$ cat src/rtl/vram_xfer_engine.sv
// Block copy / block fill bus master for one port of the EpochTV1 dual-port VRAM.
// Drives active-low nCE/nWE/nOE strobes; read data returns one cycle after a read strobe.
module vram_xfer_engine #(
   parameter int DWIDTH = 8,
   parameter int AWIDTH = 16
) (
   input  logic              CLK,
   input  logic              RST,
   input  logic              START,
   input  logic              MODE,
   input  logic [AWIDTH-1:0] SRC,
   input  logic [AWIDTH-1:0] DST,
   input  logic [AWIDTH-1:0] LEN,
   input  logic [DWIDTH-1:0] FILL,
   input  logic              HOLD,
   output logic              BUSY,
   output logic              DONE,
   output logic              nCE,
   output logic              nWE,
   output logic              nOE,
   output logic [AWIDTH-1:0] A,
   output logic [DWIDTH-1:0] DO,
   input  logic [DWIDTH-1:0] DI
);

   typedef enum logic [2:0] {
      S_IDLE,
      S_RD,
      S_CAP,
      S_WR,
      S_FIN
   } state_t;

   state_t              state_q, state_d;
   logic                mode_q, mode_d;
   logic [AWIDTH-1:0]   srcp_q, srcp_d;
   logic [AWIDTH-1:0]   dstp_q, dstp_d;
   logic [AWIDTH-1:0]   cnt_q, cnt_d;
   logic [DWIDTH-1:0]   data_q, data_d;

   // NOTE: every always_comb output gets a default first so no path leaves it unassigned (no latches).
   always_comb begin
      state_d = state_q;
      mode_d  = mode_q;
      srcp_d  = srcp_q;
      dstp_d  = dstp_q;
      cnt_d   = cnt_q;
      data_d  = data_q;
      nCE     = 1'b1;
      nWE     = 1'b1;
      nOE     = 1'b1;
      A       = '0;
      DO      = '0;

      unique case (state_q)
         S_IDLE: begin
            if (START) begin
               mode_d = MODE;
               srcp_d = SRC;
               dstp_d = DST;
               cnt_d  = LEN;
               data_d = FILL;
               if (LEN == '0)  state_d = S_FIN;
               else if (MODE)  state_d = S_WR;
               else            state_d = S_RD;
            end
         end
         S_RD: begin
            A = srcp_q;
            if (!HOLD) begin
               nCE     = 1'b0;
               nOE     = 1'b0;
               srcp_d  = srcp_q + AWIDTH'(1);
               state_d = S_CAP;
            end
         end
         S_CAP: begin
            // No access this cycle, so HOLD has nothing to yield.
            data_d  = DI;
            state_d = S_WR;
         end
         S_WR: begin
            A  = dstp_q;
            DO = data_q;
            if (!HOLD) begin
               nCE    = 1'b0;
               nWE    = 1'b0;
               dstp_d = dstp_q + AWIDTH'(1);
               cnt_d  = cnt_q - AWIDTH'(1);
               if (cnt_q == AWIDTH'(1)) state_d = S_FIN;
               else if (!mode_q)        state_d = S_RD;
            end
         end
         S_FIN: begin
            state_d = S_IDLE;
         end
         default: begin
            state_d = S_IDLE;
         end
      endcase
   end

   assign BUSY = (state_q != S_IDLE);
   assign DONE = (state_q == S_FIN);

   // NOTE: sequential state uses non-blocking assignments so all registers update together at the edge.
   always_ff @(posedge CLK or posedge RST) begin
      if (RST) begin
         state_q <= S_IDLE;
         mode_q  <= 1'b0;
         srcp_q  <= '0;
         dstp_q  <= '0;
         cnt_q   <= '0;
         data_q  <= '0;
      end else begin
         state_q <= state_d;
         mode_q  <= mode_d;
         srcp_q  <= srcp_d;
         dstp_q  <= dstp_d;
         cnt_q   <= cnt_d;
         data_q  <= data_d;
      end
   end

endmodule

$ cat config.mk
export PLATFORM = sky130hd
export DESIGN_NAME = vram_xfer_engine
export DESIGN_NICKNAME = d
export VERILOG_FILES = /design/src/rtl/vram_xfer_engine.sv
export SDC_FILE = /design/constraint.sdc
export NUM_CORES = 1
export LEC_CHECK = 0
export CORE_ASPECT_RATIO = 0.9
export CORE_MARGIN = 1.5
export CORE_UTILIZATION = 35
export CTS_CLUSTER_SIZE = 20
export DETAILED_ROUTE_END_ITERATION = 7
export PLACE_DENSITY = 0.71
export SLEW_MARGIN = 5
export SYNTH_ARGS = -nofsm -noshare
export SYNTH_HDL_FRONTEND = slang
export SYNTH_SLANG_ARGS = --single-unit
$ cat constraint.sdc
create_clock -name CLK -period 2.3 [get_ports CLK]
set_input_delay 0.46 -clock CLK [delete_from_list [all_inputs] [get_ports CLK]]
set_output_delay 0.46 -clock CLK [all_outputs]
set_load 0.02 [all_outputs]
# [Yosys cells after proc, flatten, opt, wreduce, memory -nomap -nowiden]
# Cells that the tools add are included.
[op_classes] n_eq_ne=9 addsub=3 n_mux=25 n_reduce_logical=12
[ops] cell="16-bit case mux with 2 select lines" n=4
[ops] cell="16-bit two-way mux" n=6
[ops] cell="16-bit by 1-bit adder with 16-bit output, second input constant" n=2
[ops] cell="3-bit two-way mux" n=6
[ops] cell="16-bit by 1-bit == test with 1-bit output, second input constant" n=1
[ops] cell="16-bit zero test" n=1
[ops] cell="8-bit two-way mux" n=2
[ops] cell="8-bit case mux with 2 select lines" n=1
[ops] cell="16-bit by 1-bit subtractor with 16-bit output, second input constant" n=1
[ops] cell="3-bit case mux with 4 select lines" n=1
[ops] cell="3-bit by 2-bit == test with 1-bit output, second input constant" n=2
[ops] cell="2-bit inequality test, second input constant" n=3
[ops] cell="3-bit AND reduction" n=2
[ops] cell="2-bit nonzero test" n=3
[ops] cell="1-bit two-way mux" n=4
[ops] cell="2-bit AND reduction" n=2
[ops] cell="4-bit AND reduction" n=1
[ops] cell="3-bit by 1-bit == test with 1-bit output, second input constant" n=1
[ops] cell="3-bit == test, second input constant" n=1
[ops] cell="3-bit zero test" n=1
[ops] cell="3-bit inequality test, second input constant" n=1
[ops] cell="3-bit nonzero test" n=1
[ops] cell="2-bit two-way mux" n=1
[ops] cell="2-bit OR reduction" n=1
[word_totals] word_cells=55 reg_bits=60 input_bits=69 out_inout_bits=29

# [Logic depth before layout (Yosys ltp)]
# Gate-level depths: netlist of run 1.
[depth] word_depth=4 depth_mapped=7 depth_no_buf=6

# [Worst setup path before layout of run 1]
# No wires, ideal clock.
[synth_timing] path_kind="register to output" from="register state_q[2]" to="output port A[8]" arrival_time_ps=1548 stages_incl_launch_ff=6 n_path_buf=3 path_slack_ps=292 required_time_ps=1840 cell_sequence="dfrtp_1 -> buf_2 -> buf_2 -> nand3b_1 -> clkbuf_1 -> o21ai_0"
[synth_between] elab_chain_cells=2 elab_cells_between_ends=3 cone_classes="eq/ne (2); mux (1)"
[synth_lines] item="start, declared" line_no="34" rtl="state_t state_q, state_d;"
[synth_lines] item="start signal, assigned" line_no="116" rtl="state_q <= state_d;"
[synth_lines] item="3-bit by 2-bit == test with 1-bit output / 3-bit by 1-bit == test with 1-bit output (equally long branches)" line_no="55" rtl="unique case (state_q)"
[synth_lines] item="16-bit case mux with 2 select lines (*)" line_no="55"
[synth_lines] item="end, declared" line_no="21" rtl="output logic [AWIDTH-1:0] A,"
# Every way passes the cells marked *; elsewhere a longest branch is shown, timed or not.

# [Worst setup path after layout of run 1]
[layout_timing] from="register state_q[2]" to="output port A[12]"
# The elaborated chain is that of the path after synthesis.

==> out/metrics.csv, run 1 <==
stage,metric,value,unit
synth,post-synthesis average cell area,8.40,sq um
timing,Rel. slew slack,59.4,%
floorplanning,Die Ht,104,microns
setup_path,Worst Reg-to-Reg Cells,4,
timing,clock skew,0.00555,ns
clocking,Clock H-tree levels,3,
timing,FMAX,0.450,GHz
timing,Final Hold Viols,0,
setup_path,CP peak stage delay,0.45,ns
synth,Yosys cell types,60,
place,number of port buffers,97,
cells_and_area,share of cells above drive strength 1,11.3,%
synth,complex-gate fraction of the synthesized area,27.3,%
routing,routed length per placed instance,16.3,microns
place,gpl congestion,0.872,
synth,Yosys reg bits,60,
synth,main combinational cell family by area after synthesis,compound AO/OA/AOI/OAI gates,
setup_path,slowest cell on the critical path,dfrtp_2,
setup_path,FF-to-FF End,cnt_q[15],
clocking,CTS tree,built,
setup_path,cell chain of the critical path,"and3b_2, buf_4, nand2_1, o21ai_0, dlygate4sd2_1",
power,PwrDens,1350,mW/mm^2
job,reported max-cap violation count,0,
power,leak pwr,2.21,nW
synth,Synth Flop Type,dfrtp_1,
cells_and_area,Area Overhead vs Synth,37.0,%
cells_and_area,Final Cell Area,0.00542,sq mm
setup_path,Reg2Reg Launch Point,cnt_q[0],
setup_path,"critical path fanouts, max",7,
global_route,vias in the first global route,4036,
setup_path,critical path endpoint category,output pin,
setup_path,family with the most delay on the worst path,buffers and inverters,
timing,RSZ-0062 raised after global routing,no,
floorplanning,IO Count,98,
timing,crit path time final,2.22,ns
global_route,GRT met2 Usage,32.7,%
synth,Mapped Nets,544,
synth,simple-gate area share of the yosys netlist,25.8,%
clocking,clock buffer depth,2,
floorplanning,CORE AREA,0.0109,sq mm
setup_path,worst setup path class,reg -> out,
cells_and_area,ant diodes,0,
setup_path,reg2reg setup slack,0.34,ns
routing,drt first-iter violations,418,
timing,WHS,0.373,ns
cells_and_area,Final Net Count,645,
setup_path,crit path to,A[12],
global_route,initial antenna violation count,0,
synth,XOR/XNOR Fraction of Synth Area,0,%
routing,vias per inst,5.68,
synth,Post-synth EDFFs,0,
place,placed wire-length estimate,8.69,mm
floorplanning,cell row count,36,
global_route,GR peak layer,met2,
routing,"antenna viol nets, final",0,
global_route,GRT Total Usage,20.9,%
routing,DRC Markers,0,
outcome,status,"complete, no violations",
clocking,clk root buf,clkbuf_16,
routing,First-pass DRT Iterations,5,
clocking,Num Clock Sinks,60,
min_path,min-delay worst type,in -> async,
clocking,clock latency on the worst-skew pair,0.32,ns
synth,Mapped Cells,471,
floorplanning,Die ar.,0.0119,sq mm
timing,Slew Limit Fails,0,
synth,"Cell Area, Synth",0.00396,sq mm
global_route,met3 Usage GRT,4.74,%
setup_path,Critical Path Source Type,register,
global_route,largest net degree at the start of global routing,44,
synth,count of yosys warnings during synthesis,0,
setup_path,Critical Path Start,state_q[2],
timing,Tcrit/Tclk final,96.6,%
global_route,first-pass GRT wire length,19.9,mm
floorplanning,initial core utilization,36.3,%
global_route,grt ovf,0,
timing,worst-margin pin slew,0.607,ns
synth,mux cell area share after synthesis,2.56,%
power,Max VDD drop,0.000524,V
synth,post-synthesis adder-cell area fraction,1.27,%
routing,routed vias,4129,
floorplanning,Die W,115,microns
global_route,grt met1 use,28.5,%
setup_path,"Arr. time, crit path",1.76,ns
timing,total negative slack,0,ns
timing,final setup vio count,0,
setup_path,CP required,1.84,ns
synth,Synth async-reset ratio,100,%
routing,Routed WL,11.9,mm
clocking,Num CTS Buffers,9,
clocking,Clock transition at path regs,0.05,ns
synth,register area share after synthesis,38.0,%
setup_path,CP Buf/Inv Count,2,
place,dpl cell area,0.00521,sq mm
setup_path,Crit path depth,5,
==> layout make-up <==
type | instances | area, sq um
clock buffer | 11 | 243
timing repair buffer | 127 | 1190
clock inverter | 3 | 15.0
sequential | 60 | 1500
fill | 1087 | 5480
multi-input combinational | 366 | 2250
inverter | 8 | 30.0
tap | 152 | 190
==> worst register-to-register path: stages, from the launching register on <==
cell and delay (ns):
dfrtp_1 0.46, nor4_4 0.54, nand4_1 0.28, o311ai_0 0.40, o211ai_1 0.14
==> flip-flops by register name (all words and copies together), names as in the netlist <==
register,cells
cnt_q,16
dstp_q,16
srcp_q,16
data_q,8
state_q,3
mode_q,1
==> metal layers <==
metal	vias up	part of all wire (%)
met5	-	0
met3	16	6.0
met2	156	47
met4	0	2.2
li1	1974	-
met1	1983	45
==> how the worst min path moves through the flow <==
| stage | slack, ns | startpoint | end |
|---|---|---|---|
| floorplan | 0.44 | data_q[0] | data_q[0] |
| global placement | 0.46 | data_q[2] | data_q[2] |
| detailed placement | 0.47 | data_q[1] | data_q[1] |
| CTS | 0.38 | RST | data_q[2] |
| global route | 0.39 | RST | data_q[2] |
| finish | 0.37 | RST | data_q[2] |
==> cell usage after synthesis (all sizes together) (2+ instances only) <==
cell / count / area (sq um)
nand2: 64 / 240
dfrtp: 60 / 1500
a21oi: 42 / 210
o21ai: 39 / 195
nor2: 25 / 93.8
a2bb2oi: 23 / 201
clkbuf: 20 / 75.1
o22ai: 20 / 125
buf: 17 / 100
nand3: 17 / 85.1
and2: 13 / 81.3
nand4: 12 / 75.1
mux2i: 9 / 90.1
nor4: 9 / 86.3
and3: 8 / 50.1
inv: 8 / 30.0
nand2b: 6 / 37.5
nor3: 6 / 30.0
o211ai: 6 / 45.0
a22o: 5 / 43.8
a31oi: 5 / 31.3
and4: 5 / 43.8
ha: 4 / 50.1
nor3b: 4 / 46.3
nor4b: 4 / 56.3
o32ai: 4 / 35.0
a22oi: 3 / 22.5
a32oi: 3 / 26.3
o21a: 3 / 22.5
or3: 3 / 18.8
a21boi: 2 / 15.0
nand3b: 2 / 15.0
nor2b: 2 / 15.0
o31ai: 2 / 15.0
==> where the power goes <==
part / internal, mW / leakage (nW) / switching [mW]
logic: 1.72 / 1.39 / 2.25
registers: 1.56 / 0.693 / 0.627
clock network: 0.739 / 0.131 / 0.446
total: 4.02 / 2.21 / 3.33
==> logic make-up (layout without fill, tap and decap cells) <==
kind of cell | after synthesis | count (layout)
simple gates | 185 | 185
compound gates | 167 | 167
flops | 60 | 60
buf+inv | 45 | 149
mux | 10 | 10
fa+ha+maj | 4 | 4
==> metrics by stage <==
step	total power, mW	cells	utilization, %	worst slack (ns)
after detailed placement	6.34	712	47.8	0.0659
after floorplan	4.73	471	-	0.292
after CTS	7.37	727	49.9	0.000703
after global routing	7.92	727	49.7	0.00231
final	7.34	727	49.7	0.0772
after global placement	6.21	712	47.8	0.0873
==> cells in the final DEF (no fill, tap or decap), types with 3 or more instances in the layout <==
| cell | count |
|---|---|
| nor2_1 | 25 |
| a32oi_1 | 3 |
| a21oi_1 | 42 |
| and3_1 | 8 |
| o32ai_1 | 4 |
| ha_1 | 4 |
| a31oi_1 | 5 |
| or3_1 | 3 |
| buf_4 | 24 |
| clkinv_2 | 3 |
| o22ai_1 | 20 |
| o21ai_1 | 5 |
| clkdlybuf4s15_1 | 4 |
| a22o_1 | 5 |
| mux2i_1 | 9 |
| inv_1 | 7 |
| clkbuf_2 | 10 |
| buf_12 | 4 |
| o211ai_1 | 6 |
| nor3_1 | 6 |
| clkbuf_16 | 9 |
| and4_1 | 5 |
| nand2_1 | 64 |
| nand2b_1 | 6 |
| clkdlybuf4s50_1 | 69 |
| a22oi_1 | 3 |
| dlygate4sd2_1 | 13 |
| nor4_1 | 7 |
| nand4_1 | 12 |
| a2bb2oi_1 | 23 |
| o21a_1 | 3 |
| o21ai_0 | 34 |
| dfrtp_1 | 59 |
| and2_1 | 12 |
| nand3_1 | 17 |
==> what timing repair did <==
item / in CTS / in global routing
hold buffers: 0 / 0
pin swaps: 0 / 1
endpoints found under the setup margin: 27 / 22
resized for setup: 29 / 27
buffers inserted: 1 / 0
No activity file was read; power rests on OpenSTA's default activity.
==> run 2, diff against run 1 <==
==> constraint.sdc (replaced) <==
create_clock -name CLK -period 2.6 [get_ports CLK]
set_input_delay 0.52 -clock CLK [delete_from_list [all_inputs] [get_ports CLK]]
set_output_delay 0.52 -clock CLK [all_outputs]
set_load 0.02 [all_outputs]
==> out/metrics.csv, run 2 (synthesis gave the netlist of run 1 again) <==
stage,metric,value,unit,change
outcome,status,"complete, no violations",,
cells_and_area,"commonest cells after routing, fill and taps aside","clkdlybuf4s50_1, nand2_1, dfrtp_1, a21oi_1, o21ai_0",,
global_route,vias in the first global route,3948,,-2.2%
clocking,clock latency on the worst-skew pair,0.33,ns,about the same
global_route,first-pass GRT wire length,19.6,mm,-1.4%
min_path,Worst Hold Path EP,data_q[2],,
timing,worst-margin pin slew,0.605,ns,-0.00268 ns
clocking,# hold bufs at CTS,0,,unchanged
setup_path,cell chain of the critical path,"buf_4, or3_1, clkdlybuf4s50_1",,
setup_path,Critical Path Source Type,register,,
timing,RSZ-0062 raised after global routing,no,,
setup_path,reg2reg setup slack,0.61,ns,+0.27 ns
routing,routed length per placed instance,16.7,microns,+2.3%
clocking,CTS tree,built,,
floorplanning,Die W,115,microns,unchanged
setup_path,critical path endpoint category,output pin,,
setup_path,Critical Path Start,state_q[1],,
cells_and_area,Area Overhead vs Synth,38.3,%,
global_route,largest net degree at the start of global routing,46,,+4.5%
timing,final setup vio count,0,,unchanged
routing,"antenna viol nets, final",0,,unchanged
place,number of port buffers,97,,unchanged
routing,DRC Markers,0,,unchanged
setup_path,worst setup path class,reg -> out,,
timing,total negative slack,0,ns,unchanged
timing,Rel. slew slack,59.6,%,+0.18 points
setup_path,slowest cell on the critical path,clkdlybuf4s50_1,,
power,leak pwr,2.26,nW,+2.2%
timing,clock skew,0.00502,ns,-0.000530 ns
clocking,Num CTS Buffers,9,,unchanged
global_route,GRT Total Usage,20.5,%,-0.34 points
global_route,initial antenna violation count,0,,unchanged
cells_and_area,registers with the most flip-flops,"cnt_q (16), dstp_q (16), srcp_q (16)",,
power,Max VDD drop,0.000542,V,+3.4%
min_path,Hold Path Stages,2,,
routing,met3 WL,773,microns,+9.2%
floorplanning,Die Ht,104,microns,unchanged
floorplanning,IO Count,98,,unchanged
setup_path,"Arr. time, crit path",1.91,ns,+0.15 ns
timing,Slew Limit Fails,0,,unchanged
cells_and_area,ant diodes,0,,unchanged
floorplanning,CORE AREA,0.0109,sq mm,unchanged
timing,WHS,0.477,ns,+0.105 ns
min_path,Hold Startpoint,data_q[2],,
cells_and_area,Final Net Count,641,,-0.62%
timing,FMAX,0.412,GHz,
clocking,clock buffer depth,2,,unchanged
job,reported max-cap violation count,0,,unchanged
cells_and_area,share of cells above drive strength 1,9.08,%,-2.2 points
setup_path,"critical path fanouts, max",13,,+6
power,Final Power,6.67,mW,-9.1%
cells_and_area,"most common cell after layout, fill and taps aside",clkdlybuf4s50_1,,
floorplanning,Die ar.,0.0119,sq mm,unchanged
place,gpl congestion,0.862,,-1.1%
routing,vias per inst,5.74,,+1.1%
clocking,Clock H-tree levels,3,,unchanged
clocking,Num Clock Sinks,60,,unchanged
place,placed wire-length estimate,8.61,mm,-0.92%
global_route,grt ovf,0,,unchanged
clocking,clk root buf,clkbuf_16,,
routing,Metal-1 WL,5.49,mm,+3.7%
min_path,min-delay worst type,reg -> reg,,
floorplanning,initial core utilization,36.3,%,unchanged
routing,First-pass DRT Iterations,5,,unchanged
place,Place WS,0.194,ns,+0.128 ns
timing,worst setup margin,0.171,ns,+0.0940 ns
routing,Routed WL,12.1,mm,+2.0%
cells_and_area,FILL cells,1056,,-2.9%
setup_path,FF-to-FF End,srcp_q[15],,
routing,Top Layer Used,met4,,
place,dpl cell area,0.00514,sq mm,-1.2%
clocking,Clock transition at path regs,0.06,ns,about the same
setup_path,Worst Reg-to-Reg Cells,4,,unchanged
timing,crit path time final,2.43,ns,
floorplanning,cell row count,36,,unchanged
routing,routed vias,4163,,+0.82%
routing,drt first-iter violations,381,,-8.9%
timing,Final Hold Viols,0,,unchanged
setup_path,Reg2Reg Launch Point,srcp_q[2],,
setup_path,CP required,2.08,ns,+0.24 ns
routing,routed length on met2,5.57,mm,-0.70%
cells_and_area,Final Cell Area,0.00547,sq mm,+0.90%
power,PwrDens,1220,mW/mm^2,-9.9%
setup_path,CP peak stage delay,0.55,ns,+0.10 ns
timing,Tcrit/Tclk final,93.4,%,
## run 2: layout make-up
cell class / count / area, sq um / share of cell area, %
clock buffer: 12 / 256 / 4.69
clock inverter: 4 / 47.5 / 0.869
inverter: 8 / 30.0 / 0.549
multi-input combinational: 366 / 2250 / 41.1
sequential: 60 / 1500 / 27.5
tap: 152 / 190 / 3.48
timing repair buffer: 123 / 1190 / 21.8
## run 2: layer usage
| metal | GRT usage (%) | up-vias |
|---|---|---|
| met5 | 0 | - |
| met4 | 7.58 | 0 |
| met3 | 3.80 | 23 |
| met2 | 31.9 | 176 |
| met1 | 28.3 | 1989 |
| li1 | - | 1975 |
## run 2: worst max-delay path by stage
stage | slack [ns] | endpoint
floorplan | 0.53 | A[8]
global placement | 0.25 | nWE
detailed placement | 0.19 | nWE
CTS | 0.0005 | A[13]
global route | 0.05 | A[7]
finish | 0.17 | BUSY
## run 2: repair_timing
item / in CTS / in global routing
pin swaps: 1 / 0
cloned: 1 / 0
gates resized for setup: 22 / 4
endpoints found under the setup margin: 23 / 4
buffers inserted: 3 / 0
## run 2: critical path, delay by kind of cell, from the launching register on
| family | cells | cell delay (ns) |
|---|---|---|
| buffers and inverters | 2 | 0.76 |
| flip-flops | 1 | 0.43 |
| AND/OR/NAND/NOR | 1 | 0.38 |
## run 2: where the power goes
group / switching, mW / total, mW / internal, mW
logic: 2.00 / 3.53 / 1.52
registers: 0.543 / 1.92 / 1.38
clock network: 0.429 / 1.22 / 0.790
total: 2.97 / 6.67 / 3.70
## run 2: stage by stage
step	std cells	util [%]
after global routing	725	50.2
after floorplan	471	-
final	725	50.2
after global placement	705	47.2
after detailed placement	705	47.2
after CTS	725	50.1
==> run 3, diff against run 2 <==
--- a/config.mk
+++ b/config.mk
@@ -5,12 +5,15 @@
 export SDC_FILE = /design/constraint.sdc
 export NUM_CORES = 1
 export LEC_CHECK = 0
+export ABC_AREA = 1
+export CELL_PAD_IN_SITES_DETAIL_PLACEMENT = 0
+export CELL_PAD_IN_SITES_GLOBAL_PLACEMENT = 1
 export CORE_ASPECT_RATIO = 0.9
 export CORE_MARGIN = 1.5
 export CORE_UTILIZATION = 35
 export CTS_CLUSTER_SIZE = 20
 export DETAILED_ROUTE_END_ITERATION = 7
-export PLACE_DENSITY = 0.71
+export PLACE_DENSITY = 0.91
 export SLEW_MARGIN = 5
 export SYNTH_ARGS = -nofsm -noshare
 export SYNTH_HDL_FRONTEND = slang
==> constraint.sdc (replaced) <==
create_clock -name CLK -period 2.7 [get_ports CLK]
set_input_delay 0.54 -clock CLK [delete_from_list [all_inputs] [get_ports CLK]]
set_output_delay 0.54 -clock CLK [all_outputs]
set_load 0.02 [all_outputs]
==> out/metrics.csv, run 3 <==
stage,metric,value,unit,change
setup_path,"Arr. time, crit path",2.06,ns,+0.15 ns
timing,Slew Limit Fails,0,,unchanged
place,placed wire-length estimate,9.76,mm,+13%
cells_and_area,Area Overhead vs Synth,32.0,%,
synth,most common cell in the netlist,nand2_1,,
setup_path,cell chain of the critical path,"nor2_8, nand2_4, o22ai_1, clkdlybuf4s50_1",,
clocking,clock latency on the worst-skew pair,0.33,ns,about the same
floorplanning,Die W,122,microns,+5.8%
min_path,min-delay worst type,reg -> reg,,
setup_path,CP required,2.16,ns,+0.08 ns
floorplanning,Die Ht,110,microns,+5.8%
setup_path,worst setup path class,reg -> out,,
synth,XOR/XNOR Fraction of Synth Area,0.395,%,+0.39 points
cells_and_area,"Core Util, Final",48.0,%,-2.2 points
setup_path,"critical path fanouts, max",18,,+5
setup_path,reg2reg setup slack,0.67,ns,+0.06 ns
timing,crit path time final,2.60,ns,
power,Clk network pwr share,17.7,%,-0.6 points
floorplanning,initial core utilization,36.3,%,+0.047 points
synth,Yosys top cell area share,33.8,%,-4.1 points
synth,Synth Flop Type,dfrtp_1,,
floorplanning,cell row count,38,,+5.6%
job,reported max-cap violation count,0,,unchanged
clocking,Post CTS Setup Buffer Count,0,,-3
setup_path,slowest cell on the critical path,clkdlybuf4s50_1,,
routing,routed vias,4778,,+15%
global_route,vias in the first global route,4631,,+17%
routing,Routed WL,13.2,mm,+8.7%
global_route,largest net degree at the start of global routing,42,,-8.7%
floorplanning,CORE AREA,0.0122,sq mm,+12%
clocking,clk root buf,clkbuf_16,,
cells_and_area,final std cells w/o fill,957,,+32%
timing,FMAX,0.384,GHz,
place,Place WS,0.217,ns,+0.0235 ns
global_route,GRT met2 Usage,34.2,%,+2.3 points
synth,Post-synth EDFFs,0,,unchanged
timing,total negative slack,0,ns,unchanged
synth,post-synthesis average cell area,6.32,sq um,-25%
place,gpl congestion,0.868,,+0.66%
timing,WHS,0.508,ns,+0.0309 ns
floorplanning,Die ar.,0.0134,sq mm,+12%
synth,ranking of synthesized cells by area,"dfrtp_1, nand2_1, nor2_1, inv_1, nand3_1",,
cells_and_area,"most common cell after layout, fill and taps aside",nand2_1,,
power,share of total power in sequential cells,25.6,%,-3.2 points
cells_and_area,area occupied by registers,0.00150,sq mm,+0.17%
timing,Rel. slew slack,63.5,%,+3.9 points
global_route,grt ovf,0,,unchanged
setup_path,critical path endpoint category,output pin,,
synth,Yosys reg bits,60,,unchanged
clocking,clock buffer depth,2,,unchanged
cells_and_area,registers with the most flip-flops,"cnt_q (16), dstp_q (16), srcp_q (16)",,
timing,clock skew,0.00597,ns,+0.000947 ns
routing,vias per inst,4.99,,-13%
power,Max VDD drop,0.000689,V,+27%
power,leak pwr,2.95,nW,+30%
synth,mux cell area share after synthesis,0.254,%,-2.3 points
setup_path,CP peak stage delay,0.66,ns,+0.11 ns
setup_path,family with the most delay on the worst path,buffers and inverters,,
global_route,initial antenna violation count,0,,unchanged
clocking,CTS tree,built,,
power,Psw,3.49,mW,+17%
setup_path,Critical Path Source Type,register,,
global_route,met3 Usage GRT,5.08,%,+1.3 points
clocking,Clock transition at path regs,0.05,ns,about the same
routing,routed length per placed instance,13.8,microns,-18%
floorplanning,IO Count,98,,unchanged
power,PwrDens,1220,mW/mm^2,about the same
synth,"area leader, netlist",dfrtp_1,,
timing,final setup vio count,0,,unchanged
cells_and_area,Final Net Count,865,,+35%
synth,Synth async-reset ratio,100,%,unchanged
timing,Tcrit/Tclk final,96.4,%,
place,dpl cell area,0.00551,sq mm,+7.0%
outcome,status,"complete, no violations",,
global_route,grt met1 use,26.9,%,-1.4 points
place,dpl cells,941,,+33%
power,internal power,3.66,mW,-1.0%
timing,worst-margin pin slew,0.545,ns,-0.0594 ns
clocking,Clock H-tree levels,3,,unchanged
cells_and_area,"commonest cells after routing, fill and taps aside","nand2_1, nor2_1, inv_1, clkdlybuf4s50_1, dfrtp_1",,
power,combinational fraction of design power,56.7,%,+3.8 points
power,Final Power,7.14,mW,+7.1%
clocking,Num CTS Buffers,9,,unchanged
clocking,# hold bufs at CTS,0,,unchanged
synth,"Cell Area, Synth",0.00444,sq mm,+12%
power,Sw Share,48.8,%,+4.2 points
routing,First-pass DRT Iterations,5,,unchanged
routing,drt first-iter violations,319,,-16%
synth,post-synthesis adder-cell area fraction,1.13,%,-0.14 points
cells_and_area,ant diodes,0,,unchanged
synth,simple-gate area share of the yosys netlist,38.5,%,+13 points
timing,worst setup margin,0.0960,ns,-0.0752 ns
cells_and_area,share of cells above drive strength 1,5.40,%,-3.7 points
global_route,GR peak layer,met2,,
routing,"antenna viol nets, final",0,,unchanged
routing,DRC Markers,0,,unchanged
synth,Yosys cell types,33,,-45%
cells_and_area,Multi-input gate area,0.00240,sq mm,+6.7%
global_route,first-pass GRT wire length,21.8,mm,+11%
synth,register area share after synthesis,33.8,%,-4.1 points
synth,complex-gate fraction of the synthesized area,13.8,%,-13 points
cells_and_area,FILL cells,1265,,+20%
clocking,Num Clock Sinks,60,,unchanged
synth,main combinational cell family by area after synthesis,simple AND/OR/NAND/NOR gates,,
timing,RSZ-0062 raised after global routing,no,,
cells_and_area,Final Cell Area,0.00586,sq mm,+7.1%
synth,Mapped Cells,702,,+49%
clocking,post-cts sizing count,6,,-73%
synth,"top cells by count, synth","nand2_1, nor2_1, inv_1",,
synth,count of yosys warnings during synthesis,0,,unchanged
timing,Final Hold Viols,0,,unchanged
synth,Mapped Nets,775,,+42%
setup_path,CP Buf/Inv Count,1,,-1
place,number of port buffers,97,,unchanged
global_route,GRT Total Usage,20.7,%,+0.17 points
run 3: cell count changes in the layout (fill, tap and decap cells not counted), moves of 9 or more:
| cell | previous run | this run |
|---|---|---|
| nor2_1 | 25 | 134 |
| a21oi_1 | 42 | 23 |
| a2bb2oi_1 | 23 | 0 |
| dlygate4sd2_1 | 20 | 3 |
| mux2i_1 | 9 | 0 |
| nand3_1 | 17 | 53 |
| buf_4 | 20 | 8 |
| nand2_1 | 64 | 187 |
| inv_1 | 7 | 87 |
| o21ai_0 | 34 | 45 |
| clkdlybuf4s50_1 | 73 | 82 |
| and2_1 | 12 | 0 |
run 3: routing by layer:
| metal | part of all wire (%) | routed length [microns] |
|---|---|---|
| met4 | 1.4 | 187 |
| met2 | 47 | 6130 |
| met1 | 46 | 6080 |
| met3 | 5.8 | 760 |
| met5 | 0 | 0 |
run 3: kinds of logic after synthesis:
group	after synthesis
simple gates	407
buf+inv	120
compound gates	108
flops	60
fa+ha+maj	4
xor+xnor	2
mux	1
run 3: layout make-up:
| cell class | instances | area share, % |
|---|---|---|
| clock buffers | 12 | 4.21 |
| inverters | 93 | 6.13 |
| flip-flops and latches | 60 | 25.7 |
| clock inverters | 4 | 1.24 |
| well taps | 160 | 3.42 |
| multi-input cells | 522 | 41.0 |
| repair buffers | 106 | 18.4 |
run 3: worst register-to-register path: stages (launching register included):
cell and delay [ns]:
dfrtp_1 0.44, inv_2 0.15, nand3_4 0.16, buf_4 0.24, nand2_2 0.10, nand3_4 0.19, inv_4 0.33, nand2_1 0.12
o21a_1 0.18
run 3: worst paths after layout:
kind | start | endpoint | depth (start not counted)
worst max-delay path | state_q[1] | A[6] | 4
worst min-delay path | cnt_q[15] | cnt_q[15] | 2
worst max register to register | state_q[2] | dstp_q[9] | 8
worst min register to register | cnt_q[15] | cnt_q[15] | 2
max in group asynchronous | RST | state_q[1] | 3
min in group asynchronous | RST | data_q[7] | 2
run 3: power by group through the flow:
stage | logic [mW] | registers [mW] | clock network [mW]
after floorplan | 3.09 | 1.67 | 0
final | 4.05 | 1.83 | 1.26
after global routing | 4.61 | 1.90 | 1.32
after CTS | 4.11 | 1.83 | 1.28
after global placement | 4.00 | 1.82 | 0
after detailed placement | 4.09 | 1.83 | 0
